===== config.mk =====
export PLATFORM = sky130hd
export DESIGN_NAME = alu_arbiter
export DESIGN_NICKNAME = d
export VERILOG_FILES = /design/src/rtl/alu_arbiter.sv
export SDC_FILE = /design/constraint.sdc
export NUM_CORES = 1
export LEC_CHECK = 0
export BUFFER_PORTS_ARGS = -buffer_cell sky130_fd_sc_hd__buf_2
export CORE_AREA = 2 2 121 123
export CTS_CLUSTER_DIAMETER = 150
export DETAILED_ROUTE_END_ITERATION = 16
export DIE_AREA = 0 0 123 125
export PLACE_DENSITY = 0.67
export SYNTH_ARGS = -nofsm -noshare
export SYNTH_HDL_FRONTEND = slang
export SYNTH_SLANG_ARGS = --single-unit

===== constraint.sdc =====
create_clock -name clk -period 1.35 [get_ports clk]
set_clock_uncertainty 0.1 [all_clocks]
set_input_delay 0 -clock clk [delete_from_list [all_inputs] [get_ports clk]]
set_output_delay 0 -clock clk [all_outputs]
set_load 0.03 [all_outputs]

===== src/rtl/alu_arbiter.sv =====
// alu_arbiter: round-robin sharing of one combinational ALU32 between two
// requesters. Each operation is latched on acceptance, executed for one cycle
// on the shared ALU, and its result/Zero flag is held in registers until the
// granted requester consumes it.
module alu_arbiter #(
    parameter int WIDTH  = 32,
    parameter int CTRL_W = 4
) (
    input  logic              clk,
    input  logic              rst_n,
    input  logic              req0_valid,
    output logic              req0_ready,
    input  logic [WIDTH-1:0]  req0_in0,
    input  logic [WIDTH-1:0]  req0_in1,
    input  logic [CTRL_W-1:0] req0_ctrl,
    input  logic              req1_valid,
    output logic              req1_ready,
    input  logic [WIDTH-1:0]  req1_in0,
    input  logic [WIDTH-1:0]  req1_in1,
    input  logic [CTRL_W-1:0] req1_ctrl,
    output logic              rsp0_valid,
    input  logic              rsp0_ready,
    output logic [WIDTH-1:0]  rsp0_out,
    output logic              rsp0_zero,
    output logic              rsp1_valid,
    input  logic              rsp1_ready,
    output logic [WIDTH-1:0]  rsp1_out,
    output logic              rsp1_zero,
    output logic [WIDTH-1:0]  alu_in0,
    output logic [WIDTH-1:0]  alu_in1,
    output logic [CTRL_W-1:0] alu_ctrl,
    input  logic [WIDTH-1:0]  alu_out,
    input  logic              alu_zero
);

    typedef enum logic [1:0] {
        IDLE = 2'd0,
        EXEC = 2'd1,
        RESP = 2'd2
    } state_t;

    state_t              state_r;
    logic                prio_r;
    logic                gnt_r;
    logic [WIDTH-1:0]    op_in0_r;
    logic [WIDTH-1:0]    op_in1_r;
    logic [CTRL_W-1:0]   op_ctrl_r;
    logic [WIDTH-1:0]    res_out_r;
    logic                res_zero_r;
    logic                rsp0_valid_r;
    logic                rsp1_valid_r;

    logic                accept_s;
    logic                win_s;
    logic [WIDTH-1:0]    win_in0_s;
    logic [WIDTH-1:0]    win_in1_s;
    logic [CTRL_W-1:0]   win_ctrl_s;
    logic                rsp_done_s;

    // Arbitration: pick the winner in IDLE; nothing is offered while reset is held.
    always_comb begin
        accept_s = 1'b0;
        win_s    = 1'b0;
        if (rst_n && (state_r == IDLE)) begin
            if (req0_valid && req1_valid) begin
                accept_s = 1'b1;
                win_s    = prio_r;
            end else if (req0_valid) begin
                accept_s = 1'b1;
                win_s    = 1'b0;
            end else if (req1_valid) begin
                accept_s = 1'b1;
                win_s    = 1'b1;
            end else begin
                accept_s = 1'b0;
                win_s    = 1'b0;
            end
        end else begin
            accept_s = 1'b0;
            win_s    = 1'b0;
        end
    end

    // Operand select for the winning requester.
    always_comb begin
        win_in0_s  = {WIDTH{1'b0}};
        win_in1_s  = {WIDTH{1'b0}};
        win_ctrl_s = {CTRL_W{1'b0}};
        if (win_s) begin
            win_in0_s  = req1_in0;
            win_in1_s  = req1_in1;
            win_ctrl_s = req1_ctrl;
        end else begin
            win_in0_s  = req0_in0;
            win_in1_s  = req0_in1;
            win_ctrl_s = req0_ctrl;
        end
    end

    // Response handshake: only the granted requester's ready counts, only in RESP.
    always_comb begin
        rsp_done_s = 1'b0;
        if (state_r == RESP) begin
            rsp_done_s = gnt_r ? rsp1_ready : rsp0_ready;
        end else begin
            rsp_done_s = 1'b0;
        end
    end

    // Controller FSM with op, result and response-valid registers.
    always_ff @(posedge clk) begin
        if (!rst_n) begin
            state_r      <= IDLE;
            prio_r       <= 1'b0;
            gnt_r        <= 1'b0;
            op_in0_r     <= {WIDTH{1'b0}};
            op_in1_r     <= {WIDTH{1'b0}};
            op_ctrl_r    <= {CTRL_W{1'b0}};
            res_out_r    <= {WIDTH{1'b0}};
            res_zero_r   <= 1'b0;
            rsp0_valid_r <= 1'b0;
            rsp1_valid_r <= 1'b0;
        end else begin
            case (state_r)
                IDLE: begin
                    if (accept_s) begin
                        op_in0_r  <= win_in0_s;
                        op_in1_r  <= win_in1_s;
                        op_ctrl_r <= win_ctrl_s;
                        gnt_r     <= win_s;
                        state_r   <= EXEC;
                    end else begin
                        state_r   <= IDLE;
                    end
                end
                EXEC: begin
                    res_out_r    <= alu_out;
                    res_zero_r   <= alu_zero;
                    rsp0_valid_r <= ~gnt_r;
                    rsp1_valid_r <= gnt_r;
                    state_r      <= RESP;
                end
                RESP: begin
                    if (rsp_done_s) begin
                        rsp0_valid_r <= 1'b0;
                        rsp1_valid_r <= 1'b0;
                        prio_r       <= ~gnt_r;
                        state_r      <= IDLE;
                    end else begin
                        state_r      <= RESP;
                    end
                end
                default: begin
                    rsp0_valid_r <= 1'b0;
                    rsp1_valid_r <= 1'b0;
                    state_r      <= IDLE;
                end
            endcase
        end
    end

    assign req0_ready = accept_s & ~win_s;
    assign req1_ready = accept_s & win_s;

    // The ALU always sees the latched operation, so its inputs never glitch
    // with requester activity.
    assign alu_in0  = op_in0_r;
    assign alu_in1  = op_in1_r;
    assign alu_ctrl = op_ctrl_r;

    // Both response channels carry the shared result; valid qualifies them.
    assign rsp0_valid = rsp0_valid_r;
    assign rsp1_valid = rsp1_valid_r;
    assign rsp0_out   = res_out_r;
    assign rsp1_out   = res_out_r;
    assign rsp0_zero  = res_zero_r;
    assign rsp1_zero  = res_zero_r;

endmodule


; Word-level counts from Yosys, hierarchy flattened
; Index checks and enable logic that the tools add are counted.
[totals]
latchBits = 0
inputBits = 175
mem_bits_ro = 0
memories = 0
output_inout_bits = 138
mem_bits_rw = 0
register_bits = 107
[classes]
shift = 0
n_eq_ne = 3
n_reduce_logical = 6
add_sub_neg = 0
mul = 0
bitwise = 5
n_div = 0
n_lt_le_gt_ge = 0
mux = 18
[ops]
columns = op, n
row1 = 32-bit 2-to-1 mux, 2
row2 = 1-bit 2-to-1 mux, 11
row3 = 1-bit case mux with 3 select lines, 2
row4 = 2-bit case mux with 3 select lines, 1
row5 = 2-bit AND reduction, 3
row6 = 4-bit 2-to-1 mux, 1
row7 = 1-bit inverter, 3
row8 = 1-bit AND, 2
row9 = 2-bit by 1-bit == test with 1-bit output (second input constant), 1
row10 = 2-bit == test (second input constant), 1
row11 = 1-bit logical AND, 2
row12 = 2-bit zero test, 1
row13 = 2-bit 2-to-1 mux, 1
row14 = 2-bit != test (second input constant), 1

; Depth between registers and ports, before layout
[logic_depth]
ltp_word = 6
mapped_depth = 7
mapped_depth_nobuf = 4

; Worst setup path before layout
; Ideal clock, no wire load.
[synth_path]
path_kind = flip-flop to flip-flop
from = reg state_r[0]
to = reg op_in0_r[0], in the netlist alu_in0[0]
setup_slack_ns = -0.004
path_stages_with_launch = 7
arrival_ns = 1.138
required_time_ns = 1.134
synth_period_minus_slack_ns = 1.354
path_cell_list = dfxtp_1 nor2_2 and4_4 buf_6 buf_6 a22oi_2 nand2_1
[synth_via]
elab_chain_len = 4
word_cells_on_any_way = 6
cone_classes = 3 x mux / 3 x reduce/logical
[synth_lines]
columns = element, line_no
row1 = "start, declared", 42  ; state_t state_r;
row2 = "start signal, assigned", 113  ; state_r <= IDLE;
row3 = "start signal, assigned", 131  ; state_r <= EXEC;
row4 = "start signal, assigned", 133  ; state_r <= IDLE;
row5 = 2-bit zero test *, "64, 124"
row6 = 1-bit logical AND, 64  ; if (rst_n && (state_r == IDLE)) begin
row7 = 1-bit 2-to-1 mux, 64
row8 = 32-bit 2-to-1 mux or 2-bit AND reduction (tied branches), -
row9 = "end signal, assigned", 116  ; op_in0_r <= {WIDTH{1'b0}};
row10 = "end signal, assigned", 127  ; op_in0_r <= win_in0_s;
row11 = "end, declared", 45  ; logic [WIDTH-1:0] op_in0_r;
; Mark *: on every way between the ends. The rest lies on a longest branch, timed or not.
; A chain may end at the register's enable or synchronous reset.

; Final worst setup path
[layout_path]
from = reg state_r[1]
to = reg op_in1_r[19], in the netlist alu_in1[19]
[layout_via]
elab_chain_len = 4
word_cells_on_any_way = 6
cone_classes = 3 x mux / 3 x reduce/logical
[layout_lines]
columns = element, line_no
row1 = 2-bit zero test *, "64, 124"
row2 = 1-bit logical AND, 64
row3 = 1-bit 2-to-1 mux, 64
row4 = 32-bit 2-to-1 mux or 2-bit AND reduction (tied branches), -
row5 = "end signal, assigned", 117  ; op_in1_r <= {WIDTH{1'b0}};
row6 = "end signal, assigned", 128  ; op_in1_r <= win_in1_s;
row7 = "end, declared", 46  ; logic [WIDTH-1:0] op_in1_r;
; Marks and branches as above.

==> summary.md <==
| Metric | Value |
|---|---|
| PwrDens | 1090 mW/mm^2 |
| Met3 layer usage reported by global route | 0.0566 |
| Overall power of the completed layout | 9.32 mW |
| Most instantiated cells after synthesis | sky130_fd_sc_hd__nand2_1, sky130_fd_sc_hd__dfxtp_1, sky130_fd_sc_hd__buf_4 |
| Post-synthesis cell type with the largest combined area | sky130_fd_sc_hd__dfxtp_1 |
| Post-Synthesis Mean Instance Area | 8.85 sq um |
| Count of H-tree levels built during CTS | 3 |
| Horizontal die dimension | 123 um |
| Total Die Area | 0.0154 sq mm |
| Cell with the most instances after synthesis | sky130_fd_sc_hd__nand2_1 |
| Detailed-router iteration count before antenna repair | 4 |
| Status | finished with violations |
| Antenna violations before repair | 1 |
| Clock sink count | 107 |
| IR Drop Worst-Case VDD | 0.732 mV |
| Post-layout minimum cycle time | 1.43 ns |
| Setup TNS | -1.18 ns |
| DR vias | 5,461 |
| Starting density of the core | 0.318 |
| Post-route clock period utilization | 1.06 |
| Post-DRT Antenna Nets | 0 |
| Core region area | 0.0142 sq mm |
| IO Count | 313 |
| Highest net fanout along the worst path | 7 |
| Actual transition at the worst max-transition pin | 0.255 ns |
| Post-synthesis register bit count | 107 |
| Combined global-route utilization of all metal layers | 0.216 |
| Hold Crit Class | input port to flop |
| Placer's final routability congestion estimate | 0.780 |
| Final setup fails | 56 |
| Die extent in y | 125 um |
| Nature of the critical path endpoint | flop |
| Total clock buffers created by CTS | 9 |
| Net count reported at finish | 1,150 |
| Total wirelength of the detailed-routed design | 18,300 um |
| Post-detailed-route wirelength per cell | 15.7 um |
| Area contributors post-synth | sky130_fd_sc_hd__dfxtp_1, sky130_fd_sc_hd__nand2_1, sky130_fd_sc_hd__a22oi_2, sky130_fd_sc_hd__buf_4, sky130_fd_sc_hd__a21boi_1 |
| Clock network latency to the later pin of the worst-skew pair | 0.34 ns |
| Clock Tree Buf Depth | 2 |
| Hold slack | 0.0664 ns |
| Count of flip-flops with a built-in enable after synthesis | 0 |
| First-pass GRT wire length | 26,300 um |
| Highest clock rate | 698 MHz |
| Final slew viol count | 0 |
| Met2 routing resource usage after global routing | 0.379 |
| Count of distinct cell types in the synthesized netlist | 31 |
| Cell count after synthesis | 510 |
| Average vias per placed instance | 4.69 |
| Arrival time at the worst endpoint | 1.57 ns |
| Met1 usage | 0.230 |
| Type of origin of the critical path | flop |
| Maximum number of pins on one net before global-route repair | 58 |
| Number of remaining DRC errors | 0 |
| Clock transition at path regs | 0.07 ns |
| Highest-utilization routing layer at the global route stage | met2 |
| Port Buffer Count | 312 |
| Static power due to leakage | 4.14 nW |
| Post-synthesis instance area | 0.00451 sq mm |
| Relative area change from synthesis to final layout | 89.1% |
| Via count of the first global-routing pass | 5,450 |
| Syn_nets | 685 |
| Data required time at the worst endpoint | 1.48 ns |
| Rel. slew slack | 0.825 |
| Maxcap violations | 0 |
| Unrepaired setup endpoints after global routing | true |
| Share of Yosys cell area claimed by the top area cell type | 0.475 |
| Type of the setup path with the least slack | flop to flop |
| Clock tree from TritonCTS | done |
| Failing checks | negative setup slack |
| Setup slack of the critical path after layout | -0.0835 ns |
| Initial DRC count | 236 |
| Fraction of the yosys area taken by sequential cells | 0.475 |
| Primary flip-flop cell chosen by synthesis mapping | sky130_fd_sc_hd__dfxtp_1 |
| Count of warnings emitted by yosys | 0 |
| Total grt overflow | 0 |
| Hold Vio Cnt, Final | 0 |
| Fraction of final layout cells with drive strength greater than 1 | 0.427 |
| Site row count | 44 |
| Fraction of registers with async set or reset after synthesis | 0 |
| Root buffer selected by CTS | sky130_fd_sc_hd__clkbuf_16 |
| Hpwl dp | 9440 um |
## metal layers
| metal | routed length (um) | up-vias |
|---|---|---|
| li1 | - | 2644 |
| met5 | 0 | - |
| met2 | 9120 | 272 |
| met1 | 7010 | 2481 |
| met4 | 770 | 0 |
| met3 | 1420 | 64 |
## worst paths after layout
check | start | cells past startpoint | end | slack [ns]
setup / recovery | state_r[1] | 6 | alu_in1[19] | -0.08
hold reg to reg | alu_in0[12] | 2 | alu_in0[12] | 0.36
hold / removal | rst_n | 3 | rsp0_valid | 0.07
setup reg to reg | state_r[1] | 6 | alu_in1[19] | -0.08
## flip-flops by register name, summed over array words and instances (netlist names)
name        flops
alu_ctrl        4
alu_in0        32
alu_in1        32
gnt_r           1
prio_r          1
rsp0_out       32
rsp0_valid      1
rsp0_zero       1
rsp1_valid      1
state_r         2
## power breakdown
group | internal, mW | leakage, nW | switching [mW] | total (mW)
sequential | 3.46 | 0.881 | 0.190 | 3.65
combinational | 1.23 | 3.11 | 1.58 | 2.81
clock | 1.63 | 0.149 | 1.24 | 2.87
## critical path: stages, from the launching register on
cell                      delay (ns)
sky130_fd_sc_hd__dfxtp_2        0.37
sky130_fd_sc_hd__nor2_4         0.05
sky130_fd_sc_hd__and4_4         0.19
sky130_fd_sc_hd__buf_12         0.13
sky130_fd_sc_hd__buf_4          0.17
sky130_fd_sc_hd__a22oi_2        0.21
sky130_fd_sc_hd__nand2_1        0.10
## cell usage in the layout (no fill, tap or decap), types with 2 or more instances in the layout
cell                            Yosys  routed
sky130_fd_sc_hd__clkinvlp_4         0       2
sky130_fd_sc_hd__nand2_1          149     149
sky130_fd_sc_hd__buf_8              0       4
sky130_fd_sc_hd__buf_4             36      22
sky130_fd_sc_hd__a22oi_1           11       4
sky130_fd_sc_hd__o22ai_1           27      27
sky130_fd_sc_hd__a22oi_2           29      36
sky130_fd_sc_hd__o21ai_1           28      28
sky130_fd_sc_hd__inv_1              2       2
sky130_fd_sc_hd__dlygate4sd3_1      0     171
sky130_fd_sc_hd__buf_2             22     310
sky130_fd_sc_hd__dfxtp_2            0       2
sky130_fd_sc_hd__mux2i_1            2       2
sky130_fd_sc_hd__bufinv_16          0       2
sky130_fd_sc_hd__buf_12             0      11
sky130_fd_sc_hd__a21boi_1          30      30
sky130_fd_sc_hd__nand3_1           28      28
sky130_fd_sc_hd__clkbuf_16          0      14
sky130_fd_sc_hd__nand3b_1           2       2
sky130_fd_sc_hd__dfxtp_1          107     104
sky130_fd_sc_hd__buf_6              7       3
sky130_fd_sc_hd__a21boi_0           4       4
sky130_fd_sc_hd__nor2_1             3       3
## cells by family after synthesis
family	share of synthesized area
AND/OR/NAND/NOR	0.173
buffers and inverters	0.110
AO/OA/AOI/OAI	0.238
flip-flops	0.475
multiplexers	0.00444
## layout make-up
class,count,area (sq um)
diodes,1,2.50
clock buffers,10,229
clock inverters,6,88.8
fillers,1151,5670
inverters,2,7.51
multi-input cells,328,1930
flip-flops and latches,107,2150
well taps,184,230
repair buffers,527,3890
## repair_timing
action | CTS | global route
hold buffers | 171 | 0
pin swaps | 5 | 5
resized for setup | 14 | 21
endpoints found under the hold margin | 103 | 0
cloned | 1 | 7
setup endpoints to repair | 58 | 94
buffers inserted | 8 | 7
## per-stage QoR
step / utilization / area [sq um] / setup WS, ns / std cells
finish: 0.601 / 8540 / -0.0835 / 1165
global route: 0.601 / 8540 / -0.126 / 1165
CTS: 0.583 / 8280 / -0.0976 / 1151
detailed placement: 0.430 / 6110 / -0.0278 / 955
global placement: 0.430 / 6110 / -0.00157 / 955
floorplan: - / 4520 / 0.0355 / 510
Power figures use the tool's default switching activity.
